File: src/rtl/kpn_pkg.sv
// Shared types and default widths for the KPN multiply/accumulate pipeline.
package kpn_pkg;

    typedef enum logic {
        ACCUM = 1'b0,
        HOLD  = 1'b1
    } acc_state_t;

    localparam int KPN_PRODUCT_W = 32;
    localparam int KPN_ACC_W     = 40;

endpackage

File: src/rtl/accumulator_module.sv
// Block accumulator: sums BLOCK_LEN products (or up to an entry_last marker)
// and presents each block sum on a valid/ready channel.
module accumulator_module
    import kpn_pkg::*;
#(
    parameter int DATA_WIDTH = KPN_PRODUCT_W,
    parameter int ACC_WIDTH  = KPN_ACC_W,
    parameter int BLOCK_LEN  = 8,
    parameter int CNT_WIDTH  = $clog2(BLOCK_LEN + 1)
) (
    input  logic                  clk,
    input  logic                  reset,
    input  logic [DATA_WIDTH-1:0] entry_1,
    input  logic                  entry_valid,
    input  logic                  entry_last,
    output logic                  entry_ready,
    output logic [ACC_WIDTH-1:0]  output_1,
    output logic [CNT_WIDTH-1:0]  output_count,
    output logic                  output_valid,
    input  logic                  output_ready
);

    generate
        if (BLOCK_LEN < 1 || ACC_WIDTH < DATA_WIDTH + $clog2(BLOCK_LEN)) begin : g_param_check
            $error("accumulator_module: BLOCK_LEN must be >= 1 and ACC_WIDTH >= DATA_WIDTH + clog2(BLOCK_LEN)");
        end
    endgenerate

    localparam logic [CNT_WIDTH-1:0] LAST_CNT = CNT_WIDTH'(BLOCK_LEN - 1);

    acc_state_t             r_state;
    logic [ACC_WIDTH-1:0]   r_acc;
    logic [CNT_WIDTH-1:0]   r_cnt;
    logic [ACC_WIDTH-1:0]   r_out;
    logic [CNT_WIDTH-1:0]   r_out_cnt;
    logic                   r_out_vld;

    logic                   w_accept;
    logic                   w_take;
    logic                   w_close;
    logic [ACC_WIDTH-1:0]   w_sum;
    logic [CNT_WIDTH-1:0]   w_cnt_inc;

    // A pending result only blocks input when downstream is not draining it.
    assign entry_ready  = (r_state == ACCUM) | output_ready;
    assign output_1     = r_out;
    assign output_count = r_out_cnt;
    assign output_valid = r_out_vld;

    assign w_accept  = entry_valid & entry_ready;
    assign w_take    = r_out_vld & output_ready;
    assign w_close   = w_accept & ((r_cnt == LAST_CNT) | entry_last);
    assign w_sum     = r_acc + ACC_WIDTH'(entry_1);
    assign w_cnt_inc = r_cnt + CNT_WIDTH'(1);

    always_ff @(posedge clk) begin
        if (reset) begin
            r_state   <= ACCUM;
            r_acc     <= '0;
            r_cnt     <= '0;
            r_out     <= '0;
            r_out_cnt <= '0;
            r_out_vld <= 1'b0;
        end else begin
            if (w_close) begin
                r_out     <= w_sum;
                r_out_cnt <= w_cnt_inc;
                r_out_vld <= 1'b1;
                r_acc     <= '0;
                r_cnt     <= '0;
                r_state   <= HOLD;
            end else begin
                if (w_accept) begin
                    r_acc <= w_sum;
                    r_cnt <= w_cnt_inc;
                end
                // Result drained with no new close: back to accumulating.
                if (w_take) begin
                    r_out_vld <= 1'b0;
                    r_state   <= ACCUM;
                end
            end
        end
    end

endmodule

File: config.mk
export PLATFORM = sky130hd
export DESIGN_NAME = accumulator_module
export DESIGN_NICKNAME = d
export VERILOG_FILES = /design/src/rtl/kpn_pkg.sv /design/src/rtl/accumulator_module.sv
export SDC_FILE = /design/constraint.sdc
export NUM_CORES = 1
export LEC_CHECK = 0
export ABC_CLOCK_PERIOD_IN_PS = 3980
export BUFFER_PORTS_ARGS = -buffer_cell sky130_fd_sc_hd__buf_2
export CAP_MARGIN = 10
export CORE_UTILIZATION = 40
export DETAILED_ROUTE_END_ITERATION = 6
export SYNTH_ARGS = -nofsm -noshare
export SYNTH_HDL_FRONTEND = slang
export SYNTH_SLANG_ARGS = --single-unit
export TNS_END_PERCENT = 100
File: constraint.sdc
create_clock -name clk -period 3.98 [get_ports clk]
set_input_delay 0.199 -clock clk [delete_from_list [all_inputs] [get_ports clk]]
set_output_delay 0.199 -clock clk [all_outputs]
set_load 0.005 [all_outputs]
==> results of run 1 <==
[layer usage]
layer	GRT usage [%]	share of wire (%)	vias up
li1	-	-	2515
met1	29.6	49	2314
met2	35.1	45	117
met3	4.51	4.4	14
met4	7.01	1.4	0
met5	0	0	-
[cells in the mapped netlist, drive strengths merged (12+ instances only)]
master | number | area [um^2]
a211oi | 12 | 90.1
a21oi | 86 | 434
a21o | 16 | 120
xnor2 | 25 | 219
nand3b | 12 | 90.1
xor2 | 12 | 105
nand2 | 123 | 464
nor2 | 39 | 146
dfxtp | 89 | 1780
clkbuf | 38 | 143
ha | 33 | 413
nand3 | 23 | 115
nor3 | 18 | 90.1
o21ai | 26 | 130
[state kept, by name (all words and copies together) (netlist names)]
name,cells
output_1,40
r_acc,40
output_count,4
r_cnt,4
output_valid,1
[worst max-delay path, cell delays in order, from the launching register on]
cell and delay, ns:
sky130_fd_sc_hd__dfxtp_1 0.32, sky130_fd_sc_hd__ha_1 0.21, sky130_fd_sc_hd__fa_1 0.41, sky130_fd_sc_hd__a21o_1 0.19, sky130_fd_sc_hd__a221oi_1 0.48, sky130_fd_sc_hd__o21bai_1 0.31
sky130_fd_sc_hd__nor4b_2 0.27, sky130_fd_sc_hd__o311ai_2 0.58, sky130_fd_sc_hd__o21ai_0 0.16, sky130_fd_sc_hd__a311oi_1 0.27
[path summary, 6_finish.rpt]
check | end | cells past startpoint
min reg2reg | output_1[3] | 2
min | output_valid | 3
max reg2reg | output_1[36] | 9
max | output_1[36] | 9
[per-stage QoR]
stage                     power [mW]  instance area, um^2  worst slack [ns]  instances
final                           2.43                 6030             0.702        908
after global routing            2.57                 6030             0.464        908
after CTS                       2.46                 6030             0.714        908
after detailed placement        1.61                 5750             0.745        892
after global placement          1.60                 5750             0.824        892
after floorplan                 1.43                 5220              1.27        673
[power groups by stage]
stage / Sequential (mW) / Combinational (mW) / Clock (mW)
after floorplan: 1.01 / 0.420 / 0
after global placement: 1.01 / 0.587 / 0
after detailed placement: 1.01 / 0.594 / 0
after CTS: 0.991 / 0.597 / 0.870
after global routing: 1.00 / 0.670 / 0.901
final: 0.991 / 0.599 / 0.840
[cells by family after synthesis]
logic type / Yosys count
flip-flops: 89
multiplexers: 4
XOR/XNOR: 37
adder cells (fa/ha/maj): 34
buffers and inverters: 52
AND/OR/NAND/NOR: 264
AO/OA/AOI/OAI: 193
[cell type report]
cell class              instances  area, um^2
clock inverters                 7        61.3
flip-flops and latches         89        1780
clock buffers                   9         225
multi-input cells             532        3250
well taps                     172         215
inverters                       9        33.8
repair buffers                 90         470
fillers                      1315        6640
==> results.cfg, run 1 <==
[finish]
mostFrequentLayoutCells = sky130_fd_sc_hd__nand2_1, sky130_fd_sc_hd__dfxtp_1, sky130_fd_sc_hd__a21oi_1
commonest_non_fill_non_tap_cell_in_the_layout = sky130_fd_sc_hd__nand2_1
finalNetCount = 802
number_of_diodes_added_for_antenna_fixing = 0
share_of_post_route_cells_with_drive_strength_above_1_pct = 16.0
area_growth_syn_to_layout_pct = 15.7
post-route-util_pct = 47.6

[routing]
routed-via-count = 4960
viasPerCell = 5.46
first_iter_violations = 243
routed_wirelength_um = 14300
wl_per_cell_um = 15.8
post-route-drc-count = 0
firstDrtPassIters = 4
antenna_violating_nets_left = 0

[yosys]
synthSimpleGateAreaFrac_pct = 23.8
sequential_fraction_of_the_synthesis_area_pct = 34.2
synth_compound_gate_area_share_pct = 22.9
postSynthAreaPerCell_um2 = 7.75
mappedNetlistArea_um2 = 5220
yosys.area_share.xor_xnor_pct = 6.21
synth_cell_type_count = 55
largest_family_of_logic_cells_by_synthesized_area = simple AND/OR/NAND/NOR gates
muxShareOfSynthArea_pct = 0.768
yosys.area_share.adder_pct = 8.30
async_flop_share_pct = 0
postSynth.topFlopCell = sky130_fd_sc_hd__dfxtp_1
post_synth_inst_count = 673
synth_enable_flop_cells = 0
synth.ff_latch_count = 89
synth_warn = 0
mappedNetlistNets = 744

[floorplan]
design.core.area_um2 = 12700
num_io_pins = 83
floorplan.die_area_um2 = 13500
rows = 41
die_h_um = 116
start_util_pct = 41.2
fp.dieW_um = 116

[power]
power-per-cell-area_nw_per_um2 = 403
p_comb_share_pct = 24.7
p_leak_nw = 2.57
p_switching_uw = 807
p_int_mw = 1.62
pwr-share-seq_pct = 40.8
clkPwrFrac_pct = 34.6
sw_frac_of_total_pct = 33.2
max-vdd-ir-drop_uv = 213

[cts]
cts_post_setup_buffers_inserted = 0
root_buffer = sky130_fd_sc_hd__clkbuf_16
tritoncts = done
cts.path.max_buffers = 2
worst_skew_pair_later_pin_latency_ns = 0.36
clkSlewWorstSetupHoldPaths_ns = 0.07
cts_htree_levels = 3
tritoncts.num_buffers = 9
post_cts_hold_buffer_count = 0
cts_resized = 0
numClockSinks = 89

[sta]
achievable-frequency_ghz = 0.305
count_of_endpoints_failing_hold_in_the_final_timing_report = 0
fin_worst_skew_ns = 0.00844
timing.setup.tns_ns = 0
finalCriticalPeriod_ns = 3.28
report.final.setup_viol = 0
hold-worst-slack_ns = 0.184
grt_setup_unrepaired = false
worst_slew_pin_slew_ns = 0.912
ratio_of_final_minimum_period_to_clock_period_pct = 82.4
max-slew-margin-rel_pct = 38.9
final_max_slew_viol_count = 0

[place]
io_buffers = 82
post-dp-hpwl_um = 10200
gpl.final_weighted_congestion = 0.882

[worst_setup_path]
timing.critical_path.required_ns = 4.25
crit_path_max_fanout = 9
critical_path.startpoint = r_acc[0]
end_kind = flip-flop
critical_path_class = flip-flop to flip-flop
reg2reg_slack_ns = 0.70
crit_arrival_ns = 3.54
critical_path.reg2reg.startpoint = r_acc[0]
timing.critical_path.from_type = flip-flop

[job]
drv_cap = 0

[global_route]
grt_antenna_before_repair = 0
vias_in_the_first_global_route = 4523
grt_use_total_pct = 22.0
grt_first_pass_wirelength_um = 22700
grt_overflow_total = 0
grt_max_degree = 51

[status]
run_status = finished, final reports clean

[worst_hold_path]
hold_path.startpoint = output_ready
hp-class = input port to flip-flop
Note: power is estimated with default switching activity, not from simulation.
==> run 2: changes to the inputs <==
Settings changed: ABC_AREA set to 1, ABC_CLOCK_PERIOD_IN_PS 3980 to 3000.
Clock period 3.98 ns to 3 ns, I/O delays scaled along.
==> run 2 against run 1 <==
Net effect: clock-buffer cell count stayed put; total power is 43% higher; combinational power is 54% higher; sequential cell count stayed put; hold slack worse by 0.072 ns; fmax is 52% higher; clock power is 46% higher; register-to-register slack better by 0.15 ns; routed wire length is 17% higher; synthesized cell count is 53% higher; critical endpoint is now r_acc[24].
==> results.cfg, run 2 <==
[yosys]
muxShareOfSynthArea_pct = 0
yosys.area_share.adder_pct = 6.99
mappedNetlistArea_um2 = 6200
synthSimpleGateAreaFrac_pct = 40.6
synth_enable_flop_cells = 0
postSynth.topFlopCell = sky130_fd_sc_hd__dfxtp_1
synth.ff_latch_count = 89
yosys.area_share.xor_xnor_pct = 2.54
mappedNetlistNets = 1099
postSynthAreaPerCell_um2 = 6.03
synth.top_cells.by_area = sky130_fd_sc_hd__dfxtp_1, sky130_fd_sc_hd__nand2_1, sky130_fd_sc_hd__inv_1
async_flop_share_pct = 0
synth_top_area_cell = sky130_fd_sc_hd__dfxtp_1
synth_compound_gate_area_share_pct = 8.36
post_synth_inst_count = 1028
synth_warn = 0
yosys.area.top_type_share_pct = 28.8
yosysMostFrequentCell = sky130_fd_sc_hd__nand2_1
synth_commonest_cells = sky130_fd_sc_hd__nand2_1, sky130_fd_sc_hd__inv_1, sky130_fd_sc_hd__nor2_1, sky130_fd_sc_hd__dfxtp_1, sky130_fd_sc_hd__nand3_1
largest_family_of_logic_cells_by_synthesized_area = simple AND/OR/NAND/NOR gates
sequential_fraction_of_the_synthesis_area_pct = 28.8
synth_cell_type_count = 35

[worst_setup_path]
timing.critical_path.from_type = flip-flop
timing.critical_path.mode_cell = sky130_fd_sc_hd__nand2_1
crit_path_max_fanout = 4
worstRegToRegCells = 14
cpPeakStageDelay_ns = 0.46
critical_path_class = flip-flop to flip-flop
crit_arrival_ns = 2.41
critical_path_depth = 14
end_kind = flip-flop
crit_slowest_cell = sky130_fd_sc_hd__fa_1
crit_buf_inv = 1
timing.critical_path.required_ns = 3.26
worstPathCellList = ha_1 > fa_1 > nand3_1 > nand3_2 > nand2_1 > nand3_1 > nand2_1 > nand2_1 > nand2_1 > nand2_1 > nand2_1 > nand3_1 > nand2_1 > inv_1
critPathTopFamily = simple AND/OR/NAND/NOR gates

[global_route]
grt_antenna_before_repair = 0
vias_in_the_first_global_route = 5379
grt_use_total_pct = 21.7
grt_overflow_total = 0
grt_max_degree = 40
grt_first_pass_wirelength_um = 27100

[sta]
achievable-frequency_ghz = 0.465
timing.setup.tns_ns = 0
final_max_slew_viol_count = 0
hold-worst-slack_ns = 0.113
finalCriticalPeriod_ns = 2.15
ratio_of_final_minimum_period_to_clock_period_pct = 71.7
max-slew-margin-rel_pct = 44.3
count_of_endpoints_failing_hold_in_the_final_timing_report = 0
worst_slew_pin_slew_ns = 0.834
fin_worst_skew_ns = 0.00758
fin_ws_ns = 0.850
grt_setup_unrepaired = false
report.final.setup_viol = 0

[floorplan]
die_h_um = 126
start_util_pct = 40.9
num_io_pins = 83
floorplan.die_area_um2 = 16000
design.core.area_um2 = 15100
rows = 45
fp.dieW_um = 126

[finish]
area_growth_syn_to_layout_pct = 14.4
mostFrequentLayoutCells = sky130_fd_sc_hd__nand2_1, sky130_fd_sc_hd__inv_1, sky130_fd_sc_hd__nor2_1
finish.instance_area_um2 = 7090
filler_cell_count = 1657
fin_cells = 1297
post-route-util_pct = 46.8
commonest_non_fill_non_tap_cell_in_the_layout = sky130_fd_sc_hd__nand2_1
number_of_diodes_added_for_antenna_fixing = 0
area_occupied_by_multi_input_gates_um2 = 3620
layout.area.seq_um2 = 1780
finalNetCount = 1175
share_of_post_route_cells_with_drive_strength_above_1_pct = 12.5

[routing]
antenna_violating_nets_left = 0
post-route-drc-count = 0
routed-via-count = 6036
viasPerCell = 4.65
wl_per_cell_um = 12.9
routed_wirelength_um = 16700
first_iter_violations = 372
firstDrtPassIters = 4

[place]
io_buffers = 82
post-dp-hpwl_um = 12800
numPlacedInstances = 1281
gpl.final_weighted_congestion = 0.879
pre_cts_slack_ns = 0.871
placed_cell_area_um2 = 6770

[cts]
tritoncts.num_buffers = 9
cts.path.max_buffers = 2
post_cts_hold_buffer_count = 0
root_buffer = sky130_fd_sc_hd__clkbuf_16
cts_htree_levels = 3
worst_skew_pair_later_pin_latency_ns = 0.35
numClockSinks = 89
cts_post_setup_buffers_inserted = 0
clkSlewWorstSetupHoldPaths_ns = 0.07
cts_resized = 0
tritoncts = done

[worst_hold_path]
timing.hold.worst_path_depth = 4
hp-class = input port to flip-flop

[power]
power.total_mw = 3.47
max-vdd-ir-drop_uv = 277
p_leak_nw = 4.23
power-per-cell-area_nw_per_um2 = 489

[status]
run_status = finished, final reports clean

[job]
drv_cap = 0
-- run 2: changes by cell type in the layout (fill, tap and decap cells not counted), moves of 9 or more --
cell	previous run	this run
sky130_fd_sc_hd__nor2_1	38	151
sky130_fd_sc_hd__nand3_1	23	60
sky130_fd_sc_hd__a21oi_1	85	46
sky130_fd_sc_hd__nor3_1	18	6
sky130_fd_sc_hd__o21a_1	9	0
sky130_fd_sc_hd__inv_1	9	174
sky130_fd_sc_hd__o21ai_0	26	36
sky130_fd_sc_hd__xnor2_1	25	4
sky130_fd_sc_hd__a211oi_1	12	0
sky130_fd_sc_hd__nand2_1	122	329
sky130_fd_sc_hd__a21o_1	16	1
sky130_fd_sc_hd__nand2_2	1	11
-- run 2: worst min-delay path, cell delays in order --
cell                      delay (ns)
sky130_fd_sc_hd__buf_2          0.07
sky130_fd_sc_hd__inv_1          0.03
sky130_fd_sc_hd__nand2_1        0.09
sky130_fd_sc_hd__a21oi_1        0.07
-- run 2: final cells by class --
cell class	count	area share (%)
flip-flops and latches	89	25.1
well taps	188	3.32
inverters	177	9.37
multi-input cells	738	51.1
repair buffers	89	6.53
clock inverters	7	1.34
clock buffers	9	3.18
-- run 2: path summary, 6_finish.rpt --
| path | from | endpoint | slack (ns) |
|---|---|---|---|
| min | output_ready | output_valid | 0.11 |
| max | r_acc[0] | r_acc[24] | 0.85 |
| max reg2reg | r_acc[0] | r_acc[24] | 0.85 |
| min reg2reg | output_1[37] | output_1[37] | 0.45 |
-- run 2: cell families (layout without fill, tap and decap cells) --
| group | after synthesis | count (layout) |
|---|---|---|
| xor+xnor | 18 | 18 |
| buf+inv | 201 | 282 |
| simple gates | 591 | 591 |
| fa+ha+maj | 34 | 34 |
| flops | 89 | 89 |
| compound gates | 95 | 95 |
-- run 2: where the power goes --
part | internal (mW) | leakage [nW] | switching [mW]
registers | 1.27 | 0.731 | 0.0505
logic | 0.320 | 3.34 | 0.603
clock network | 0.730 | 0.155 | 0.496
total | 2.32 | 4.23 | 1.15
-- run 2: per-layer routing --
metal / global-route usage (%) / vias up / share of wire (%)
li1: - / 3297 / -
met1: 32.0 / 2602 / 54
met2: 32.2 / 124 / 40
met3: 3.12 / 13 / 4.3
met4: 7.23 / 0 / 1.3
met5: 0 / - / 0
==> run 3: changes to the inputs <==
Settings changed: ABC_AREA 1 to 0, ABC_CLOCK_PERIOD_IN_PS 3000 to 1850.
Clock period 3 ns to 1.85 ns, I/O delays scaled along.
==> run 3 against run 2 <==
Net effect: the flow now finishes with violations (setup timing); clock-buffer cell count is 1 higher; clock power is 47% higher; critical path depth is 5 lower; register-to-register slack worse by 1.7 ns; sequential share of layout area is 3.1 points lower; hold slack worse by 0.016 ns; setup slack worse by 1.7 ns; critical endpoint is now r_acc[39]; largest cell class unchanged.
==> results.cfg, run 3 (synthesized netlist as in run 1, its figures left out) <==
[routing]
post-route-drc-count = 0
viasPerCell = 5.48
routed_wirelength_um = 17400
routed-via-count = 5759
antenna_violating_nets_left = 0
wl_per_cell_um = 16.5
first_iter_violations = 460
firstDrtPassIters = 5

[global_route]
grt_antenna_before_repair = 0
grt_use_total_pct = 26.0
grt_max_degree = 33
grt_first_pass_wirelength_um = 27200
vias_in_the_first_global_route = 5552
grt_overflow_total = 0

[floorplan]
design.core.area_um2 = 12700
die_h_um = 116
num_io_pins = 83
floorplan.die_area_um2 = 13500
fp.dieW_um = 116
rows = 41
start_util_pct = 41.2

[sta]
worst_slew_pin_slew_ns = 0.569
achievable-frequency_ghz = 0.367
report.final.setup_viol = 68
grt_setup_unrepaired = true
max-slew-margin-rel_pct = 61.8
finalCriticalPeriod_ns = 2.73
fin_worst_skew_ns = 0.00843
hold-worst-slack_ns = 0.0966
ratio_of_final_minimum_period_to_clock_period_pct = 147
count_of_endpoints_failing_hold_in_the_final_timing_report = 0
fin_ws_ns = -0.875
final_max_slew_viol_count = 0

[status]
violations = setup timing
run_status = complete, but fails checks

[cts]
root_buffer = sky130_fd_sc_hd__clkbuf_16
clkSlewWorstSetupHoldPaths_ns = 0.07
cts_htree_levels = 3
numClockSinks = 89
cts.path.max_buffers = 2
worst_skew_pair_later_pin_latency_ns = 0.36
tritoncts.num_buffers = 9
post_cts_hold_buffer_count = 0
tritoncts = done

[power]
p_comb_share_pct = 35.9
sw_frac_of_total_pct = 33.9
clkPwrFrac_pct = 29.3
p_int_mw = 4.08
pwr-share-seq_pct = 34.9
p_leak_nw = 3.47
power.total_mw = 6.17
max-vdd-ir-drop_uv = 374
p_switching_mw = 2.10
power-per-cell-area_nw_per_um2 = 758

[worst_setup_path]
cpPeakStageDelay_ns = 0.58
crit_arrival_ns = 2.98
timing.critical_path.from_type = flip-flop
end_kind = flip-flop
worstPathCellList = ha_4 > nand3_2 > o211ai_1 > nand4_1 > a211o_1 > a2111o_1 > a21oi_2 > a21oi_2 > a31o_2
crit_slowest_cell = sky130_fd_sc_hd__a2111o_1
crit_path_max_fanout = 7
timing.critical_path.required_ns = 2.10
timing.critical_path.mode_cell = sky130_fd_sc_hd__a21oi_2
critical_path_class = flip-flop to flip-flop

[place]
post-dp-hpwl_um = 12300
numPlacedInstances = 998
gpl.final_weighted_congestion = 0.916
io_buffers = 82

[finish]
finalNetCount = 944
share_of_post_route_cells_with_drive_strength_above_1_pct = 43.3
mostFrequentLayoutCells = sky130_fd_sc_hd__buf_4, sky130_fd_sc_hd__nand2_1, sky130_fd_sc_hd__buf_2
filler_cell_count = 1071
commonest_non_fill_non_tap_cell_in_the_layout = sky130_fd_sc_hd__buf_4
number_of_diodes_added_for_antenna_fixing = 0
fin_cells = 1050
area_growth_syn_to_layout_pct = 56.2

[worst_hold_path]
hp-class = input port to flip-flop

[job]
drv_cap = 0
[run 3: what timing repair did]
action / in CTS / in global routing
gates resized for setup: 97 / 41
endpoints found under the hold margin: 0 / 0
buffers inserted: 26 / 16
gates cloned: 1 / 0
endpoints found under the setup margin: 69 / 78
pin swaps: 51 / 48
[run 3: final cells by class]
| cell class | instances | area [um^2] | area share, % |
|---|---|---|---|
| inverters | 9 | 33.8 | 0.415 |
| well taps | 172 | 215 | 2.64 |
| repair buffers | 231 | 1610 | 19.8 |
| clock inverters | 6 | 48.8 | 0.599 |
| flip-flops and latches | 89 | 1800 | 22.1 |
| multi-input cells | 533 | 4200 | 51.6 |
| clock buffers | 10 | 239 | 2.93 |
[run 3: worst paths after layout]
kind | from | to | slack (ns) | cells past startpoint
max | r_acc[4] | r_acc[39] | -0.88 | 9
min | output_ready | output_valid | 0.1 | 3
max reg2reg | r_acc[4] | r_acc[39] | -0.88 | 9
min reg2reg | output_count[1] | output_count[1] | 0.46 | 2
[run 3: power by group through the flow]
stage / Clock (mW) / Combinational, mW / Sequential (mW)
2_1_floorplan: 0 / 1.04 / 2.18
3_3_place_gp: 0 / 1.73 / 2.18
3_5_place_dp: 0 / 1.76 / 2.19
4_1_cts: 1.84 / 2.04 / 2.15
5_1_grt: 1.91 / 2.39 / 2.17
6_report: 1.81 / 2.21 / 2.15
[run 3: worst max-delay path: cells and delay by family (launching register included)]
kind / cells / cell delay [ns]
compound gates: 6 / 1.73
flops: 1 / 0.34
fa+ha+maj: 1 / 0.29
simple gates: 2 / 0.25
[run 3: layer usage]
layer | up-vias | global-route usage (%) | routed length (um)
li1 | 2808 | - | -
met1 | 2751 | 33.8 | 7990
met2 | 168 | 42.7 | 8220
met3 | 32 | 4.31 | 745
met4 | 0 | 10.9 | 427
met5 | - | 0 | 0
[run 3: stage by stage]
stage	utilization, %	cell area, um^2	setup TNS (ns)	worst slack (ns)
2_1_floorplan	-	5610	-18.37	-0.681
3_3_place_gp	54.5	6900	-33.72	-0.782
3_5_place_dp	54.5	6900	-34.92	-0.794
4_1_cts	62.0	7860	-33.52	-0.778
5_1_grt	64.3	8150	-43.18	-0.978
6_report	64.3	8150	-36.34	-0.875
